`src/rtl/seq_demux.sv`:
```
// seq_demux: registered 1-to-2**S demultiplexer with per-lane one-entry
// holding registers and valid/ready handshakes. The target lane is either
// in_sel (explicit mode) or an internal round-robin pointer (rr_mode=1).
// The pointer never skips a lane, so a time-division stream from a stepped
// recurse_mux select is rebuilt lane by lane in order.
module seq_demux #(
   parameter int S = 2,
   parameter int T = 1
) (
   input  logic                 clk,
   input  logic                 rst_n,
   input  logic [T-1:0]         in_data,
   input  logic                 in_valid,
   output logic                 in_ready,
   input  logic [S-1:0]         in_sel,
   input  logic                 rr_mode,
   output logic [(2**S)*T-1:0]  out_data,
   output logic [2**S-1:0]      out_valid,
   input  logic [2**S-1:0]      out_ready,
   output logic [S-1:0]         ptr,
   output logic                 frame_done
);

   localparam int N = 2**S;
   localparam logic [S-1:0] PTR_LAST = S'(N - 1);

   // Registered state
   logic [N*T-1:0] out_data_r;
   logic [N-1:0]   out_valid_r;
   logic [S-1:0]   ptr_r;
   logic           frame_done_r;

   // Combinational next-state and handshake signals
   logic [S-1:0]   tgt_s;
   logic           in_ready_s;
   logic           accept_s;
   logic [N-1:0]   load_s;
   logic [N-1:0]   drain_s;
   logic [N-1:0]   valid_nxt_s;
   logic [N*T-1:0] data_nxt_s;
   logic [S-1:0]   ptr_nxt_s;
   logic           frame_done_nxt_s;

   // Pick the target lane and derive the input handshake; in_ready looks only
   // at lane state and out_ready, never at in_valid.
   always_comb begin
      tgt_s      = in_sel;
      in_ready_s = 1'b1;
      accept_s   = 1'b0;
      if (rr_mode) begin
         tgt_s = ptr_r;
      end else begin
         tgt_s = in_sel;
      end
      in_ready_s = ~out_valid_r[tgt_s] | out_ready[tgt_s];
      accept_s   = in_valid & in_ready_s;
   end

   // Decode per-lane load and drain; a load wins over a drain on the same
   // lane so a simultaneous refill keeps the lane valid without a bubble.
   always_comb begin
      load_s  = {N{1'b0}};
      drain_s = out_valid_r & out_ready;
      for (int k = 0; k < N; k++) begin
         if (accept_s && (tgt_s == S'(k))) begin
            load_s[k] = 1'b1;
         end else begin
            load_s[k] = 1'b0;
         end
      end
      valid_nxt_s = (out_valid_r & ~drain_s) | load_s;
   end

   // Lane data only changes on a load; a drained lane keeps its last word,
   // and a stalled lane is therefore held stable.
   always_comb begin
      data_nxt_s = out_data_r;
      for (int k = 0; k < N; k++) begin
         if (load_s[k]) begin
            data_nxt_s[k*T +: T] = in_data;
         end else begin
            data_nxt_s[k*T +: T] = out_data_r[k*T +: T];
         end
      end
   end

   // Round-robin pointer steps only on an accepted round-robin beat; the
   // frame-done pulse is raised for the beat that lands in the last lane.
   always_comb begin
      ptr_nxt_s        = ptr_r;
      frame_done_nxt_s = 1'b0;
      if (accept_s && rr_mode) begin
         ptr_nxt_s = ptr_r + S'(1);
         if (ptr_r == PTR_LAST) begin
            frame_done_nxt_s = 1'b1;
         end else begin
            frame_done_nxt_s = 1'b0;
         end
      end else begin
         ptr_nxt_s        = ptr_r;
         frame_done_nxt_s = 1'b0;
      end
   end

   // State register; reset drops every held word and any partial frame.
   always_ff @(posedge clk or negedge rst_n) begin
      if (!rst_n) begin
         out_data_r   <= {(N*T){1'b0}};
         out_valid_r  <= {N{1'b0}};
         ptr_r        <= {S{1'b0}};
         frame_done_r <= 1'b0;
      end else begin
         out_data_r   <= data_nxt_s;
         out_valid_r  <= valid_nxt_s;
         ptr_r        <= ptr_nxt_s;
         frame_done_r <= frame_done_nxt_s;
      end
   end

   assign out_data   = out_data_r;
   assign out_valid  = out_valid_r;
   assign ptr        = ptr_r;
   assign frame_done = frame_done_r;
   assign in_ready   = in_ready_s;

endmodule

```
`config.mk`:
```
export PLATFORM = sky130hd
export DESIGN_NAME = seq_demux
export DESIGN_NICKNAME = d
export VERILOG_FILES = /design/src/rtl/seq_demux.sv
export SDC_FILE = /design/constraint.sdc
export NUM_CORES = 1
export LEC_CHECK = 0
export CAP_MARGIN = 20
export CORE_MARGIN = 4
export CORE_UTILIZATION = 30
export CTS_CLUSTER_SIZE = 24
export DETAILED_ROUTE_END_ITERATION = 10
export GPL_TIMING_DRIVEN = 1
export PLACE_DENSITY_LB_ADDON = 0.05
export SYNTH_ARGS = -nofsm -noshare
export SYNTH_HDL_FRONTEND = slang
export SYNTH_SLANG_ARGS = --single-unit
```
`constraint.sdc`:
```
create_clock -name clk -period 1.69 [get_ports clk]
set_clock_uncertainty 0.2 [all_clocks]
set_input_delay 0.4225 -clock clk [delete_from_list [all_inputs] [get_ports clk]]
set_output_delay 0.4225 -clock clk [all_outputs]
set_load 0.01 [all_outputs]
```
### Word-level counts from Yosys, hierarchy flattened

Cells that the tools add are included.

* $add $sub $neg: 1
* multiply operators: 0
* divide/modulo/power cells: 0
* $lt $le $gt $ge: 1
* equality and inequality tests: 4
* shift-type cells: 0
* mux-type cells: 11
* bitwise logic cells: 7
* reductions and logical operators: 6

Operators with widths (number)
* $and A4 B4 Y4: 2
* $mux W1: 8
* $eq A2 B2 Y1 const B: 3
* $logic_and A1 B1 Y1: 5
* $bmux W1 S2: 2
* $not A4 Y4: 1
* $or A4 B4 Y4: 1
* $lt A2 B3 Y1 const B: 1
* $add A2 B1 Y2 const B: 1
* $eq A2 B1 Y1 const B: 1
* $logic_not A2 Y1: 1
* $mux W2: 1
* $and A1 B1 Y1: 1
* $not A1 Y1: 1
* $or A1 B1 Y1: 1

* bits in registers: 11
* latch bits: 0
* RAM bits: 0
* memory bits (read-only): 0
* input port bits: 11
* output and inout port bits: 12
* logic and storage cells: 37
* memories kept: 0

### Logic depth before layout (Yosys ltp)

* depth in word-level cells: 9
* gate-level depth with buffers: 4

### Worst setup path before layout

No wires, ideal clock.

* path type: in2out
* from: input rr_mode
* to: output in_ready
* arrival time: 1.246 ns
* required time: 1.067 ns
* setup slack: -0.179 ns
* cell stages on the path: 2
* path buffers: 0
* cells stage by stage: mux2i_1 mux2i_1

* cells in the longest elaborated chain, start to end: 5
* elaborated cells between the ends (all ways): 7

RTL lines
* from (decl): RTL line 16 `input logic rr_mode,`
* $mux W2 (*): RTL line 50 `if (rr_mode) begin`
* $bmux W1 S2: RTL line 55 `in_ready_s = ~out_valid_r[tgt_s] | out_ready[tgt_s];`
* $mux W1 (implied by the code): RTL line 55
* $not A1 Y1: RTL line 55
* $or A1 B1 Y1 (*): RTL line 55
* to (decl): RTL line 14 `output logic in_ready,`

Every way passes the cells marked *; elsewhere a longest branch is shown, timed or not. The select of a mux whose other input is x is not followed.

### Final worst setup path

Ends and elaborated chain as after synthesis.

==> results.json <==
{
  "floorplan.rows": 14,
  "worst_skew_pair.late_latency_ns": 0.27,
  "power_per_cell_area_mw_per_mm2": 1310,
  "outcome": "finished, violations left",
  "final_critical_path_setup_slack_ns": -0.355,
  "timing_max_transition_violations_final": 0,
  "yosys.area.top_type_share_pct": 51.5,
  "crit_path_max_incr_delay_ns": 0.34,
  "netlist_instances": 47,
  "grt_start_max_net_pins": 10,
  "postSynthAreaPerCell_um2": 11.4,
  "drtIter0Drc": 8,
  "syn-cell-area_um2": 534,
  "cts.path.max_buffers": 2,
  "yosys_warning_count": 0,
  "synth_compound_gate_area_share_pct": 5.62,
  "final_net_count": 98,
  "drive_gt1_share_pct": 38.8,
  "global_route_wire_length_before_repair_mm": 2.21,
  "die_area_mm2": 0.00252,
  "vias_in_the_first_global_route": 496,
  "n_antenna_cell": 0,
  "final.setup.tns_ns": -0.549,
  "synth.net_count": 59,
  "critical_register_to_register_path_endpoint": "ptr[0]",
  "placed_cell_count": 103,
  "reg2regPathDepth": 5,
  "area.growth.synth_to_final_pct": 80.6,
  "grt_setup_unrepaired": "true",
  "yosys-mux-area-fraction_pct": 20.6,
  "grt_use_total_pct": 12.0,
  "vias_post_dr": 482,
  "p_leak_nw": 0.470,
  "netlist_top_cells_area": "sky130_fd_sc_hd__dfrtp_1 52%, sky130_fd_sc_hd__mux2i_1 9.4%, sky130_fd_sc_hd__mux2_2 8.4%",
  "worst-endpoint-arrival_ns": 1.42,
  "place.port_buffers": 22,
  "grt_overflow": 0,
  "ys_types": 18,
  "remaining_drc_errors": 0,
  "floorplan.initialDensity_pct": 33.5,
  "critical_path.reg2reg.startpoint": "ptr[0]",
  "grt_antenna_before_repair": 0,
  "synthAdderAreaFrac_pct": 2.34,
  "via_per_inst": 4.42,
  "detail-route-antenna-nets": 0,
  "finalHoldViolations": 0,
  "die_h_um": 50.2,
  "multi_input_area_um2": 320,
  "gp_congestion": 0.701,
  "clk_root_buffer_cell": "sky130_fd_sc_hd__clkbuf_4",
  "placement.cell_area_um2": 877,
  "post-dp-hpwl_mm": 1.06,
  "worst_slew_margin_rel_pct": 84.5,
  "sequential_fraction_of_the_synthesis_area_pct": 51.5,
  "design.core.area_mm2": 0.00159,
  "post_drt_wl_per_cell_um": 12.2,
  "yosys.area_share.xor_xnor_pct": 1.64,
  "synth_largest_area_cell": "sky130_fd_sc_hd__dfrtp_1",
  "instances_no_fill": 109,
  "failed_checks": "setup timing",
  "max_clock_freq_mhz": 489,
  "worst_setup_sp_type": "input port",
  "synth.ff_latch_count": 11,
  "worstPathMaxFanout": 3,
  "io_pins": 23,
  "clkSlewWorstSetupHoldPaths_ns": 0.07,
  "crit_chain": "clkdlybuf4s15_2, mux2_4, mux2i_4, mux2i_1, buf_2",
  "crit_path_end_kind": "output pin",
  "post_synthesis_simple_gate_area_fraction_pct": 16.2,
  "stdcell_area_um2": 965,
  "min_path_type": "input port to asynchronous set/reset pin",
  "cts-buffers-inserted": 3,
  "worstSetupPathType": "input port to output pin",
  "crit_path_top_delay_cell": "sky130_fd_sc_hd__mux2_4",
  "final-seq-area_um2": 277,
  "synth_top_family_by_area": "multiplexers",
  "worst_case_vdd_ir_drop_uv": 872,
  "layout_worst_path_cycle_share_pct": 121,
  "clock_tree_from_tritoncts": "built",
  "timing.reg2reg.setup_slack_ns": -0.09,
  "timing_worst_slew_pin_value_ns": 0.232,
  "drt_pre_antenna_iters": 3,
  "min_period_ns": 2.05,
  "setup-violations-final": 4,
  "clock_sinks": 11,
  "totalWireLength_mm": 1.33,
  "die_w_um": 50.2,
  "max_cap_viol_count": 0,
  "fillerInstances": 143,
  "worstPathRequired_ns": 1.07,
  "cts_htree_levels": 1
}
state kept, by name (all words and copies together) (netlist names):
register	count
out_data	4
out_valid	4
ptr	2
frame_done	1
cell type report:
cell class              instances  area share [%]
well taps                      24            3.11
clock buffers                   4            2.72
repair buffers                 35            31.5
flip-flops and latches         11            28.7
multi-input cells              33            33.2
inverters                       2           0.778
where the power goes:
group          switching, mW  internal (mW)  total [mW]  leakage, nW
logic                  0.291          0.378       0.668        0.318
clock network         0.0789         0.0911       0.170       0.0150
registers             0.0573          0.366       0.424        0.136
total                  0.427          0.835        1.26        0.470
how the worst max path moves through the flow:
stage | cells past startpoint | to | startpoint | slack [ns]
floorplan | 3 | in_ready | rr_mode | -0.04
global placement | 5 | in_ready | rr_mode | -1.00
detailed placement | 5 | in_ready | rr_mode | -1.04
CTS | 4 | in_ready | ptr[0] | -0.34
global route | 4 | in_ready | ptr[0] | -0.43
finish | 5 | in_ready | rr_mode | -0.36
kinds of logic after synthesis:
family                   count (synthesis)
AO/OA/AOI/OAI                            5
buffers and inverters                    3
flip-flops                              11
multiplexers                            10
adder cells (fa/ha/maj)                  1
AND/OR/NAND/NOR                         16
XOR/XNOR                                 1
per-stage QoR:
stage                     power (mW)  utilization (%)  worst slack (ns)  hold slack, ns
after floorplan                0.706                -           -0.0367         -0.0731
after global placement          1.09             55.0             -1.00           0.291
after detailed placement        1.09             55.0             -1.04           0.298
after CTS                       1.25             58.8            -0.338           0.166
after global routing            1.36             60.5            -0.432           0.165
final                           1.26             60.5            -0.355           0.173
cell usage after synthesis, drive strengths merged:
master,instances
dfrtp,11
mux2,5
mux2i,5
nand2,5
nand2b,4
o21ai,4
inv,2
nand3,2
nand4,2
a221o,1
buf,1
ha,1
nand4b,1
nor2,1
nor3b,1
xnor2,1
per-layer routing:
metal / vias up / GRT usage [%] / part of all wire [%]
met5: - / 0 / 0
met4: 0 / 4.15 / 0.60
met3: 2 / 5.92 / 6.5
met2: 15 / 18.3 / 48
met1: 220 / 14.6 / 45
li1: 245 / - / -
cells in the final DEF, fill, tap and decap left out, types with 3 or more instances in the layout:
| cell type | count |
|---|---|
| sky130_fd_sc_hd__nand2b_4 | 4 |
| sky130_fd_sc_hd__mux2i_1 | 3 |
| sky130_fd_sc_hd__buf_4 | 11 |
| sky130_fd_sc_hd__dlygate4sd2_1 | 10 |
| sky130_fd_sc_hd__o21ai_0 | 3 |
| sky130_fd_sc_hd__dfrtp_1 | 10 |
| sky130_fd_sc_hd__nand2_1 | 4 |
| sky130_fd_sc_hd__clkdlybuf4s50_1 | 7 |
| sky130_fd_sc_hd__clkbuf_4 | 3 |
| sky130_fd_sc_hd__mux2_2 | 3 |
worst max-delay path, delay by kind of cell:
| family | cells | cell delay, ns |
|---|---|---|
| muxes | 3 | 0.65 |
| buffers and inverters | 2 | 0.34 |
timing repair:
action                                  4_1_cts  5_1_grt
setup buffers                                 1        1
endpoints found under the setup margin       19        6
pin swaps                                     1        1
resized for setup                            30        6
hold buffers                                  0        0
endpoints found under the hold margin         0        0
Power figures use the tool's default switching activity.
==> RTL edit 1: new RTL, config.mk and constraints unchanged <==
Change the parameter `S` from 2 to 3. Comments in the files are not updated.
--- a/src/rtl/seq_demux.sv
+++ b/src/rtl/seq_demux.sv
@@ -5,5 +5,5 @@
 // recurse_mux select is rebuilt lane by lane in order.
 module seq_demux #(
-   parameter int S = 2,
+   parameter int S = 3,
    parameter int T = 1
 ) (
Interface: changed (5 resized); port bits go from 23 to 37. No check against the original RTL was run, so the function may have changed too.
==> RTL edit 1 against the unedited design <==
The run still ends with setup timing left. Wire length grew to 2.8 times the old value. Total power is 130% higher. Worst setup slack worse by 370 ps. First-iteration DRC count grew to 6.8 times the old value. Via count is 140% higher. Hold slack better by 130 ps. Cell area is 120% higher. Synthesized cell count is 110% higher. Synthesized area is 120% higher. Global-route usage is 3.7 points higher. Sequential cell count is 9 higher. Critical path type is now flop to output pin. Critical endpoint unchanged. Largest cell class unchanged.
==> RTL edit 1: results (changes against the unedited design) <==
- Hold WS: 299.8 ps (+126.4 ps)
- Clock power frac: 0.167 (+0.032)
- Sum Neg Setup Slack: -12,430 ps (-11,880 ps)
- R2r setup slk: -700 ps (-610 ps)
- Status: finished, violations left
- Final clock-cell share: 0.03291 (+0.005673)
- Largest net degree at the start of global routing: 21 (+11)
- Metal3 WL: 149 µm (+71%)
- Vias: 1,151 (+140%)
- Cells after DPL: 218 (+110%)
- Area after DPL: 1909 µm² (+120%)
- Total track usage: 0.1566 (+0.03689)
- Final Setup Violations: 21 (+17)
- Slew @ Worst Pin: 445.7 ps (+213.6 ps)
- PnR worst setup slack: -725.0 ps (-369.6 ps)
- Part of the power in registers: 0.267 (-0.069)
- Drt wl/cell: 15.75 µm (+29%)
- DRT met1 WL: 1657 µm (+180%)
- Comb_multi_in: 63 (+91%)
- Fraction of area in registers: 0.2321 (-0.05454)
- Routing usage on met2: 0.2588 (+0.07623)
- DP Worst Slack: -1508 ps (-471.6 ps)
- Inverters: 12 (+10)
- Fillcell total: 329 (+130%)
- Met3 usage: 0.03597 (-0.02320)
- Synth Area per Inst: 11.82 µm² (+4.0%)
- Library cells used by synthesis: 39 (+21)
- CP arrival: 1790 ps (+370 ps)
- Share of cells above drive strength 1: 0.5297 (+0.1415)
- DRT iter0 DRCs: 54 (+46)
- Cell Pwr Density: 1343 nW/µm² (+2.7%)
- Nets@finish: 204 (+110%)
- Buffering overhead: 0.3430 (+0.02778)
- Power Internal: 1.929 mW (+130%)
- Buffers, non-clock: 86 (+150%)
- Seq/Total Area, Yosys: 0.4278 (-0.08741)
- Routability cong.: 0.9015 (+29%)
- Violated checks: setup timing
- Max rail drop VDD: 0.0006570 V (-25%)
- Crit-path slowest cell: mux4_2
- Core Util, Final: 0.5832 (-0.02202)
- Port bufs: 36 (+64%)
- Global-route wire length before repair: 6223 µm (+180%)
- DR WL met2: 1842 µm (+190%)
- Vias per std cell: 4.940 (+12%)
- Post-Syn Nets: 117 (+98%)
- Met1 Usage GRT: 0.2048 (+0.05878)
[RTL edit 1: how the worst max path moves through the flow]
stage,startpoint,to,slack (ps),depth (start not counted)
final,ptr[0],in_ready,-730,4
after floorplan,rr_mode,out_data[6],-630,5
after detailed placement,rr_mode,in_ready,-1510,7
after global routing,ptr[0],in_ready,-790,5
after global placement,rr_mode,in_ready,-1510,7
after CTS,ptr[0],in_ready,-760,4
[RTL edit 1: cells by family after synthesis]
kind of cell,synth area share
compound gates,0.2267
flops,0.4278
buf+inv,0.06202
mux,0.1850
simple gates,0.06953
fa+ha+maj,0.02139
xor+xnor,0.007488
[RTL edit 1: worst register-to-register path: cells and delay by family (launching register included)]
kind | cells | cell delay [ps]
AO/OA/AOI/OAI | 3 | 830
flip-flops | 1 | 470
buffers and inverters | 2 | 320
AND/OR/NAND/NOR | 1 | 150
multiplexers | 1 | 310
[RTL edit 1: what timing repair did]
item | CTS | global route
setup endpoints to repair | 41 | 28
pin swaps | 11 | 6
resized for setup | 78 | 13
setup buffers | 11 | 4
==> RTL edit 2: new RTL, same settings <==
Made on the original files. Register the input `rr_mode` before use, with the module's reset. The logic sees it one clock later. The other inputs are not delayed to match.
--- a/src/rtl/seq_demux.sv
+++ b/src/rtl/seq_demux.sv
@@ -25,4 +25,14 @@
    localparam logic [S-1:0] PTR_LAST = S'(N - 1);
 
+   logic rr_mode_q;
+
+   always_ff @(posedge clk or negedge rst_n) begin
+      if (!rst_n) begin
+         rr_mode_q <= '0;
+      end else begin
+         rr_mode_q <= rr_mode;
+      end
+   end
+
    // Registered state
    logic [N*T-1:0] out_data_r;
@@ -48,5 +58,5 @@
       in_ready_s = 1'b1;
       accept_s   = 1'b0;
-      if (rr_mode) begin
+      if (rr_mode_q) begin
          tgt_s = ptr_r;
       end else begin
@@ -90,5 +100,5 @@
       ptr_nxt_s        = ptr_r;
       frame_done_nxt_s = 1'b0;
-      if (accept_s && rr_mode) begin
+      if (accept_s && rr_mode_q) begin
          ptr_nxt_s = ptr_r + S'(1);
          if (ptr_r == PTR_LAST) begin
Function: changed (a bounded check fails within 4 cycles, from zero or initial values and one cycle with rst_n low).
==> RTL edit 2 against the unedited design <==
The flow still finishes with violations (setup timing). Wire length up 6.7%. Critical path depth unchanged. Combinational power is 6.3% higher. Sequential share of layout area grew 0.73 points. Synthesized cell count up 2.1%. Worst setup slack worse by 59 ps. Cell area is 6.4% higher. Sequential cell count is 1 higher. First-iteration DRC count increased by 25%. Total power increased by 8.0%. Global-route usage fell by 0.60 points. Synthesized area grew 4.7%. Critical path type unchanged. Largest power group unchanged.
==> RTL edit 2: results (changes against the unedited design) <==
- Nets@finish: 104 (+6.1%)
- Total track usage: 0.1137 (-0.005995)
- Critical path launch point: out_ready[3]
- Crit-path slowest cell: clkdlybuf4s50_1
- Hold WS: 181.2 ps (+7.688 ps)
- Slew margin rel.: 0.8339 (-0.01088)
- Critical path fanouts, max: 3 (unchanged)
- FFs w/ async S/R, synth: 1.000 (unchanged)
- Metal3 WL: 125 µm (+44%)
- Top cells by count, synth: dfrtp_1, mux2i_1, nand2_1
- Seq/Total Area, Yosys: 0.5369 (+0.02169)
- Number of global-route vias before repair: 473 (-4.6%)
- Met1 Usage GRT: 0.1483 (+0.002256)
- Worst r2r path cells: 7 (+2)
- Post-Synth XOR/XNOR Area: 0.01566 (-0.0007335)
- Routing usage on met2: 0.1695 (-0.01308)
- PnR worst setup slack: -414.5 ps (-59.06 ps)
- WL final: 1419 µm (+6.7%)
- Compound-gate portion of the synthesized area: 0.05369 (-0.002515)
- P_leak: 0.4946 nW (+5.3%)
- First-pass DRT Iterations: 4 (+1)
- Share of cells above drive strength 1: 0.3956 (+0.007369)
- CP arrival: 1480 ps (+60 ps)
- Vias: 528 (+9.5%)
- Max rail drop VDD: 0.0007093 V (-19%)
- DR WL met2: 716 µm (+13%)
- Uppermost layer routed: met3
- Final Setup Violations: 8 (+4)
- Global-route wire length before repair: 2180 µm (-1.5%)
- Synth top area cells: dfrtp_1, mux2i_1, mux2_2
- Post-synthesis mux area share: 0.1969 (-0.009221)
- Met3 usage: 0.06122 (+0.002053)
- Reg-to-reg critical path startpoint: rr_mode_q
- DRT met1 WL: 577 µm (-3.8%)
- Area after DPL: 910.9 µm² (+3.9%)
- Vias per std cell: 4.552 (+2.9%)
- Status: finished, violations left
- R2r setup slk: -250 ps (-160 ps)
- DP HPWL: 1076 µm (+1.4%)
- Violated checks: setup timing
- Routability cong.: 0.7601 (+8.4%)
- Adder-cell area share of the yosys netlist: 0.02237 (-0.001048)
==> RTL edit 2: layout make-up <==
| cell class | count | share of cell area |
|---|---|---|
| clock buffer | 4 | 0.03537 |
| inverter | 2 | 0.007317 |
| sequential | 12 | 0.2939 |
| timing repair buffer | 40 | 0.3378 |
| tap | 25 | 0.03049 |
| multi-input combinational | 33 | 0.2951 |
==> RTL edit 2: repair_timing <==
item,CTS,global route
hold endpoints to repair,0,0
pin swaps,3,5
setup buffers,1,4
hold buffers,0,0
gates resized for setup,24,10
cloned,0,1
endpoints found under the setup margin,18,9
==> RTL edit 2: per-stage QoR <==
step	power (mW)	TNS [ps]	setup slack, ps
after floorplan	0.7296	-88.33	-71.06
after global placement	1.110	-3565	-903.7
after detailed placement	1.112	-3781	-932.4
after CTS	1.305	-500.6	-419.9
after global routing	1.460	-2087	-507.1
final	1.363	-1671	-414.5
==> RTL edit 2: power by group <==
part	switching, mW	internal, mW
clock network	0.0875	0.131
registers	0.0457	0.389
logic	0.307	0.403
